`config.mk`:
```
export PLATFORM = sky130hd
export DESIGN_NAME = fir_coeff_sequencer
export DESIGN_NICKNAME = d
export VERILOG_FILES = /design/src/rtl/fir_pkg.sv /design/src/rtl/fir_delay_line.sv /design/src/rtl/fir_coeff_sequencer.sv
export SDC_FILE = /design/constraint.sdc
export NUM_CORES = 1
export LEC_CHECK = 0
export BUFFER_PORTS_ARGS = -buffer_cell sky130_fd_sc_hd__buf_2
export CAP_MARGIN = 15
export CORE_UTILIZATION = 49
export CTS_CLUSTER_DIAMETER = 100
export DETAILED_ROUTE_END_ITERATION = 16
export PLACE_DENSITY = 0.72
export SLEW_MARGIN = 10
export SYNTH_ARGS = -nofsm -noshare
export SYNTH_HDL_FRONTEND = slang
export SYNTH_SLANG_ARGS = --single-unit
```
`constraint.sdc`:
```
create_clock -name clka -period 7.55 [get_ports clka]
set_input_delay 2.265 -clock clka [delete_from_list [all_inputs] [get_ports clka]]
set_output_delay 2.265 -clock clka [all_outputs]
set_load 0.02 [all_outputs]
```
`src/rtl/fir_pkg.sv`:
```
// fir_pkg: state encoding and default widths for the FIR coefficient sequencer.
package fir_pkg;

    typedef enum logic [1:0] {
        S_IDLE  = 2'd0,
        S_MAC   = 2'd1,
        S_DRAIN = 2'd2,
        S_OUT   = 2'd3
    } state_t;

    localparam int TAPS_DEF    = 16;
    localparam int ADDR_W_DEF  = 4;
    localparam int DATA_W_DEF  = 8;
    localparam int COEFF_W_DEF = 8;
    localparam int ACC_W_DEF   = 20;
    localparam int OUT_W_DEF   = 16;

endpackage

```
`src/rtl/fir_delay_line.sv`:
```
// fir_delay_line: TAPS-deep sample history. x[0] is the newest sample;
// a shift pushes din in at x[0] and drops x[TAPS-1]. tap returns x[sel].
module fir_delay_line
    import fir_pkg::*;
#(
    parameter int TAPS   = TAPS_DEF,
    parameter int ADDR_W = ADDR_W_DEF,
    parameter int DATA_W = DATA_W_DEF
)(
    input  logic                     clk,
    input  logic                     rst,
    input  logic                     shift_en,
    input  logic signed [DATA_W-1:0] din,
    input  logic [ADDR_W-1:0]        sel,
    output logic signed [DATA_W-1:0] tap
);

    logic signed [DATA_W-1:0] r_x [TAPS];

    // shift the history by one on each accepted sample
    always_ff @(posedge clk or posedge rst) begin
        if (rst) begin
            for (int i = 0; i < TAPS; i++) r_x[i] <= '0;
        end else if (shift_en) begin
            r_x[0] <= din;
            for (int i = 1; i < TAPS; i++) r_x[i] <= r_x[i-1];
        end
    end

    // tap select; addresses beyond the last tap read as zero
    always_comb begin
        tap = '0;
        if (int'(sel) < TAPS) tap = r_x[sel];
    end

endmodule

```
`src/rtl/fir_coeff_sequencer.sv`:
```
// fir_coeff_sequencer: time-multiplexed FIR, one MAC per clock over TAPS
// coefficients read from a 1-cycle-latency synchronous ROM.
// Build option: define FIR_SAT_EN to saturate the output instead of wrapping.
module fir_coeff_sequencer
    import fir_pkg::*;
#(
    parameter int TAPS    = TAPS_DEF,
    parameter int ADDR_W  = ADDR_W_DEF,
    parameter int DATA_W  = DATA_W_DEF,
    parameter int COEFF_W = COEFF_W_DEF,
    parameter int ACC_W   = ACC_W_DEF,
    parameter int OUT_W   = OUT_W_DEF,
    parameter int SHIFT   = 0
)(
    input  logic                      clka,
    input  logic                      rst,
    input  logic signed [DATA_W-1:0]  din,
    input  logic                      din_valid,
    output logic                      din_ready,
    output logic [ADDR_W-1:0]         rom_addra,
    input  logic [COEFF_W-1:0]        rom_douta,
    output logic signed [OUT_W-1:0]   dout,
    output logic                      dout_valid,
    output logic                      busy
);

    localparam int                PROD_W    = DATA_W + COEFF_W;
    localparam logic [ADDR_W-1:0] LAST_ADDR = ADDR_W'(TAPS - 1);

    state_t                    r_state, w_next;
    logic                      w_accept;
    logic [ADDR_W-1:0]         r_addr;
    logic [ADDR_W-1:0]         r_prd_idx;
    logic                      r_prd_vld;
    logic signed [DATA_W-1:0]  w_tap;
    logic signed [PROD_W-1:0]  w_prod;
    logic signed [ACC_W-1:0]   w_prod_ext;
    logic signed [ACC_W-1:0]   r_acc;
    logic signed [ACC_W-1:0]   w_shifted;
    logic signed [OUT_W-1:0]   w_narrow;
    logic signed [OUT_W-1:0]   r_dout;

    assign w_accept  = din_valid && din_ready;
    assign rom_addra = r_addr;

    // state register
    always_ff @(posedge clka or posedge rst) begin
        if (rst) r_state <= S_IDLE;
        else     r_state <= w_next;
    end

    // next state and handshake outputs. OUT presents the result and is also
    // ready for the next sample, so a back-to-back pass starts every TAPS+2 cycles.
    always_comb begin
        w_next     = r_state;
        din_ready  = 1'b0;
        busy       = 1'b0;
        dout_valid = 1'b0;
        case (r_state)
            S_IDLE: begin
                din_ready = 1'b1;
                if (din_valid) w_next = S_MAC;
            end
            S_MAC: begin
                busy = 1'b1;
                if (r_addr == LAST_ADDR) w_next = S_DRAIN;
            end
            S_DRAIN: begin
                busy   = 1'b1;
                w_next = S_OUT;
            end
            S_OUT: begin
                dout_valid = 1'b1;
                din_ready  = 1'b1;
                w_next     = din_valid ? S_MAC : S_IDLE;
            end
            default: w_next = S_IDLE;
        endcase
    end

    // address walk: counts up while in MAC, parks at the last tap, clears outside MAC
    always_ff @(posedge clka or posedge rst) begin
        if (rst)                                           r_addr <= '0;
        else if (r_state == S_MAC && r_addr != LAST_ADDR)  r_addr <= r_addr + 1'b1;
        else if (r_state != S_MAC)                         r_addr <= '0;
    end

    // align the tap index with the ROM word returning one cycle after its address
    always_ff @(posedge clka or posedge rst) begin
        if (rst) begin
            r_prd_vld <= 1'b0;
            r_prd_idx <= '0;
        end else begin
            r_prd_vld <= (r_state == S_MAC);
            r_prd_idx <= r_addr;
        end
    end

    fir_delay_line #(
        .TAPS   (TAPS),
        .ADDR_W (ADDR_W),
        .DATA_W (DATA_W)
    ) u_dly (
        .clk      (clka),
        .rst      (rst),
        .shift_en (w_accept),
        .din      (din),
        .sel      (r_prd_idx),
        .tap      (w_tap)
    );

    // full-width signed product, sign-extended into the accumulator
    assign w_prod     = PROD_W'(w_tap) * PROD_W'($signed(rom_douta));
    assign w_prod_ext = ACC_W'(w_prod);

    // accumulator: cleared on accept, one MAC per returned coefficient
    always_ff @(posedge clka or posedge rst) begin
        if (rst)            r_acc <= '0;
        else if (w_accept)  r_acc <= '0;
        else if (r_prd_vld) r_acc <= r_acc + w_prod_ext;
    end

    assign w_shifted = r_acc >>> SHIFT;

`ifdef FIR_SAT_EN
    localparam logic signed [ACC_W-1:0] SAT_MAX = ACC_W'((2 ** (OUT_W - 1)) - 1);
    localparam logic signed [ACC_W-1:0] SAT_MIN = ACC_W'(-(2 ** (OUT_W - 1)));

    // clamp to the output range
    always_comb begin
        if (w_shifted > SAT_MAX)      w_narrow = SAT_MAX[OUT_W-1:0];
        else if (w_shifted < SAT_MIN) w_narrow = SAT_MIN[OUT_W-1:0];
        else                          w_narrow = w_shifted[OUT_W-1:0];
    end
`else
    assign w_narrow = w_shifted[OUT_W-1:0];
`endif

    // hold the last result between passes
    always_ff @(posedge clka or posedge rst) begin
        if (rst)                  r_dout <= '0;
        else if (r_state == S_OUT) r_dout <= w_narrow;
    end

    // the fresh result is visible in the same cycle as dout_valid
    assign dout = (r_state == S_OUT) ? w_narrow : r_dout;

endmodule
```
Word level (Yosys, flattened, before mapping). Index checks and enable logic that the tools add are counted.

Bits in registers: 175. Output and inout port bits: 23. Word-level logic and storage cells: 58. Input bits: 19.

Add/sub/neg operators: 2. Eq/ne operators: 8. $mul: 1. Multiplexer cells: 15. Reduce and logical (&&, ||, !) cells: 8. Magnitude comparators: 1. Bitwise operators: 1.

Operators with widths (number): two-way mux 20 bit (2); binary-select mux 8 bit (select 4 bit) (1); adder 20 x 16 -> 20 bit (1); multiplier 8 x 8 -> 16 bit (1); two-way mux 16 bit (1); two-way mux 8 bit (2); two-way mux 4 bit (2); one-hot mux 2 bit (4 select lines) (1); >= comparator 5 bit, second input constant (1); inverter 4 -> 5 bit (1); adder 4 x 1 -> 4 bit, second input constant (1); == test 2 bit, second input constant (2); == test 4 bit, second input constant (1); two-way mux 1 bit (4); two-way mux 2 bit (2); inequality test 2 bit, second input constant (2); inequality test 4 bit, second input constant (1); nonzero test 2 bit (2); OR reduction 2 bit (2); == test 2 x 1 -> 1 bit, second input constant (1); logical AND 1 bit (2); zero test 2 bit (1); inequality test 2 x 1 -> 1 bit, second input constant (1); AND reduction 2 bit (1).

Longest topological paths before layout.
Word-level depth: 8. Gate-level depth with buffers: 24. Mapped depth without buffers: 21.

By module. Synthesis repeated with hierarchy kept, for this count alone.

Cell total of the unflattened synthesis: 785. Area, all modules: 10466.3 µm².

By module, submodules not included: fir_delay_line (times used 1, seq. area each 3203.1 µm², area each 5816.8 µm², cells each 342); fir_coeff_sequencer (times used 1, seq. area each 1076.0 µm², area each 4649.5 µm², cells each 443).

Worst setup path after synthesis. No wires, ideal clock.

Path type: input -> register. Start: input port rom_douta[0]. End: register r_acc[15]. Setup time: 120 ps. Arrival time: 6559 ps. Stages: 16. Buffers on the path: 0. Data required time: 7430 ps. Slack: 871 ps. Cells stage by stage: and2_1 > inv_1 > fa_1 > inv_1 > fa_1 > fa_1 > fa_1 > fa_1 > ha_1 > o21a_1 > o21a_1 > o2111ai_1 > o21a_1 > xnor2_1 > a21oi_1 > a31o_2.

Cells in the longest elaborated chain, start to end: 4.

RTL lines: start: declaration (RTL line fir_coeff_sequencer.sv:21) `input logic [COEFF_W-1:0] rom_douta,`; multiplier 8 x 8 -> 16 bit (RTL line fir_coeff_sequencer.sv:113) `assign w_prod = PROD_W'(w_tap) * PROD_W'($signed(rom_douta));`; adder 20 x 16 -> 20 bit (RTL line fir_coeff_sequencer.sv:120) `else if (r_prd_vld) r_acc <= r_acc + w_prod_ext;`; two-way mux 20 bit (RTL line fir_coeff_sequencer.sv:120); two-way mux 20 bit (RTL line fir_coeff_sequencer.sv:119) `else if (w_accept) r_acc <= '0;`; end signal: assignment (RTL line fir_coeff_sequencer.sv:120); end: declaration (RTL line fir_coeff_sequencer.sv:38) `logic signed [ACC_W-1:0] r_acc;`.

Every way passes these cells. The select of a mux whose other input is x is not followed. A chain may end at the register's enable or synchronous reset.

Worst setup path after layout.
Start: register r_prd_idx[1]. End: register r_acc[13].

Cells in the longest elaborated chain, start to end: 8.

RTL lines: start: declaration (RTL line fir_coeff_sequencer.sv:33) `logic [ADDR_W-1:0] r_prd_idx;`; start signal: assignment (RTL line fir_coeff_sequencer.sv:95) `r_prd_idx <= r_addr;`; inverter 4 -> 5 bit (implied by the code) (RTL line fir_delay_line.sv:33) `if (int'(sel) < TAPS) tap = r_x[sel];`; binary-select mux 8 bit (select 4 bit) (RTL line fir_delay_line.sv:33); two-way mux 8 bit (implied by the code) (2 in a row) (RTL line fir_delay_line.sv:33); multiplier 8 x 8 -> 16 bit (RTL line fir_coeff_sequencer.sv:113); adder 20 x 16 -> 20 bit (RTL line fir_coeff_sequencer.sv:120); two-way mux 20 bit (RTL line fir_coeff_sequencer.sv:120); two-way mux 20 bit (RTL line fir_coeff_sequencer.sv:119).

Every way passes these cells. The select of a mux whose other input is x is not followed.

==> key figures <==
Outcome
  – Outcome: completed

Setup path
  – Critical path startpoint category: flop
  – RR Endpoint: r_acc[13]
  – Crit path capture: r_acc[13]
  – Arr. time, crit path: 7.00 ns
  – Critical path launch point: r_prd_idx[1]
  – CP Max Fanout: 13
  – Critical path data required time: 7.86 ns
  – R2R Setup Slk: 0.86 ns
  – Reg2reg path depth: 17
  – Kind of critical path: flop to flop
  – RR Startpoint: r_prd_idx[1]
  – Setup crit end kind: flop

Synthesis
  – Post-Synth Adder-Cell Area: 18.8%
  – Sequential area share after synthesis: 41.4%
  – Cells after Synth: 1,024
  – Syn Area/Cell: 10.1 µm²
  – Synth warn: 0
  – Post-synth cell types: 38
  – Yosys reg bits: 171
  – Mux share of post-synthesis cell area: 11.8%
  – Main combinational cell family by area after synthesis: simple AND/OR/NAND/NOR gates
  – Mapped Area: 0.0103 mm²
  – Post-Syn Nets: 1,156
  – Post-Synth Simple-Gate Area: 19.1%
  – Synth Area in Compound Gates: 2.49%
  – XOR/XNOR share of the synthesized area: 1.61%

Finish
  – Ratio of cells with drive above 1 in the final layout: 13.1%
  – Area grow syn2layout: 10.5%
  – Most common cell after layout, fill and taps aside: nand2_1
  – Final #Nets: 1,183
  – Footprint of the multi-input gates: 0.00558 mm²
  – # diodes: 0
  – Fill cell count: 1,772
  – FF/Latch Area: 0.00428 mm²
  – Most frequent cells in the layout: nand2_1 (410), dfrtp_1 (170), inv_1 (77)

Clocking
  – CTS tree: yes
  – H-tree depth: 4
  – Later-pin clock latency in the skew report: 0.42 ns
  – CTS sink cnt: 171
  – Post-cts sizing count: 0
  – Setup bufs post-CTS: 0
  – Worst-path clk slew: 0.07 ns
  – Root Driver: clkbuf_16
  – Clock buffer depth: 2
  – Total CTS buffers: 17
  – Hold buffer count at cts: 0

Floorplanning
  – Die area: 0.0217 mm²
  – Die Height: 147 µm
  – Die width: 147 µm
  – Core ar.: 0.0205 mm²
  – Starting Density: 50.5%
  – Row count: 52
  – IO Pins: 42

Routing
  – Routed Antenna Nets: 0
  – DRC violations left: 0
  – Drt pass-1 iters: 5
  – Routed len/inst: 15.3 µm
  – 1st-iter DRT viols: 476
  – Total wire length: 20.4 mm
  – Vias/cell: 5.16
  – Vias after detailed routing: 6,890

STA
  – Slew headroom: 31.1%
  – RSZ-0062 raised after global routing: false
  – Slew Viols, Final: 0
  – Worst Clk Skew: 0.00900 ns
  – Fin. Hold Viols: 0
  – Setup violators final: 0
  – Worst-Margin Slew: 1.03 ns
  – Tmin final: 6.69 ns
  – Fmax achieved: 0.150 GHz
  – Setup_tns: 0 ns
  – Tcrit/Tclk final: 88.6%

Global route
  – First-pass GRT wire length: 35.5 mm
  – Initial antenna violation count: 1
  – M2 GR Usage: 35.0%
  – Largest net degree at the start of global routing: 117
  – Grt met3 use: 3.45%
  – Vias in the first global route: 7,054
  – GRT met1 Usage: 27.8%
  – GRT Overall Usage: 20.7%
  – Grt ovf: 0
  – Busiest grt layer: met2

Placed design
  – Port Buffers: 41
  – Post-DP HPWL: 14.2 mm
  – RD Place Congestion: 0.811

Flow run
  – MaxCap Viol Count: 0

Worst hold path
  – Cell depth of the worst hold path: 0
  – Min-Delay Path Class: flop to flop
-- worst max-delay path: stages (launching register included) --
cell      delay (ns)
dfrtp_1         0.81
buf_4           0.33
mux4_1          0.33
mux4_2          0.63
nand2b_1        0.22
fa_1            0.51
fa_1            0.55
inv_1           0.06
fa_1            0.53
fa_1            0.59
fa_1            0.43
ha_1            0.33
o21ai_0         0.12
o21ai_0         0.30
a21oi_1         0.16
o21ai_0         0.28
nor4b_1         0.10
a211o_1         0.28
-- final cells by class --
type / count / share of cell area [%]
inverters: 79 / 2.64
clock buffers: 18 / 3.76
repair buffers: 53 / 2.58
clock inverters: 14 / 1.80
multi-input cells: 729 / 48.8
flip-flops and latches: 171 / 37.5
well taps: 270 / 2.96
-- worst min path at each step --
stage / start / end / slack, ns
final: rom_addra[3] / r_prd_idx[3] / 0.46
after global routing: rom_addra[3] / r_prd_idx[3] / 0.47
after CTS: rom_addra[1] / r_prd_idx[1] / 0.46
after detailed placement: rom_addra[3] / r_prd_idx[3] / 0.45
after global placement: rom_addra[3] / r_prd_idx[3] / 0.44
after floorplan: u_dly.r_x[0] / u_dly.r_x[0] / 0.44
-- sequential cells by signal (all words and copies together) (netlist names) --
signal     flops
r_acc         16
r_dout        16
r_prd_idx      4
r_prd_vld      1
r_state        2
rom_addra      4
u_dly.r_x    128
-- routing by layer --
layer  vias up  wire (µm)  part of all wire (%)
met3        24        599                   2.9
met2       105      10600                    52
li1       3297          -                     -
met1      3464       9000                    44
met4         0        293                   1.4
met5         -          0                     0
-- Yosys cell counts (all sizes together) --
cell | number | share of area (%)
nor4b | 1 | 0.085
and2 | 36 | 2.2
a211oi | 3 | 0.22
nand3b | 3 | 0.22
clkbuf | 29 | 1.1
o21ai | 9 | 0.44
a21oi | 11 | 0.53
a31o | 1 | 0.085
buf | 16 | 0.93
a31oi | 4 | 0.24
a211o | 1 | 0.085
mux2i | 11 | 1.1
nor2b | 3 | 0.18
nor3 | 3 | 0.15
nor2 | 24 | 0.87
ha | 42 | 5.1
dfrtp | 171 | 41
inv | 78 | 2.8
xnor2 | 14 | 1.2
clkinv | 1 | 0.036
or3 | 1 | 0.061
nand2 | 411 | 15
o21bai | 2 | 0.15
fa | 71 | 14
mux2 | 16 | 1.7
a21o | 4 | 0.29
o21a | 4 | 0.29
o2111ai | 1 | 0.085
mux4 | 40 | 9.0
nand3 | 2 | 0.097
o22a | 1 | 0.085
nand2b | 5 | 0.30
xor2 | 5 | 0.42
-- per-stage QoR --
step	instance area, µm²	worst slack (ns)	std cells	hold WS (ns)	util, %
final	11400	0.862	1334	0.456	55.8
after global routing	11400	0.479	1334	0.470	55.8
after CTS	11400	0.836	1334	0.458	55.8
after detailed placement	10800	0.626	1302	0.449	52.7
after global placement	10800	0.730	1302	0.437	52.7
after floorplan	10300	0.653	1024	0.438	-
-- cells by family after synthesis --
kind of cell               count (synthesis)
muxes                                     67
DFF                                      171
adders and majority gates                113
buffers and inverters                    124
and+or+nand+nor                          489
AOI/OAI and AO/OA                         41
xor gates and xnor gates                  19
Power is not shown: default switching activity piles up to over one toggle a cycle in this logic, so the estimate is an artifact.
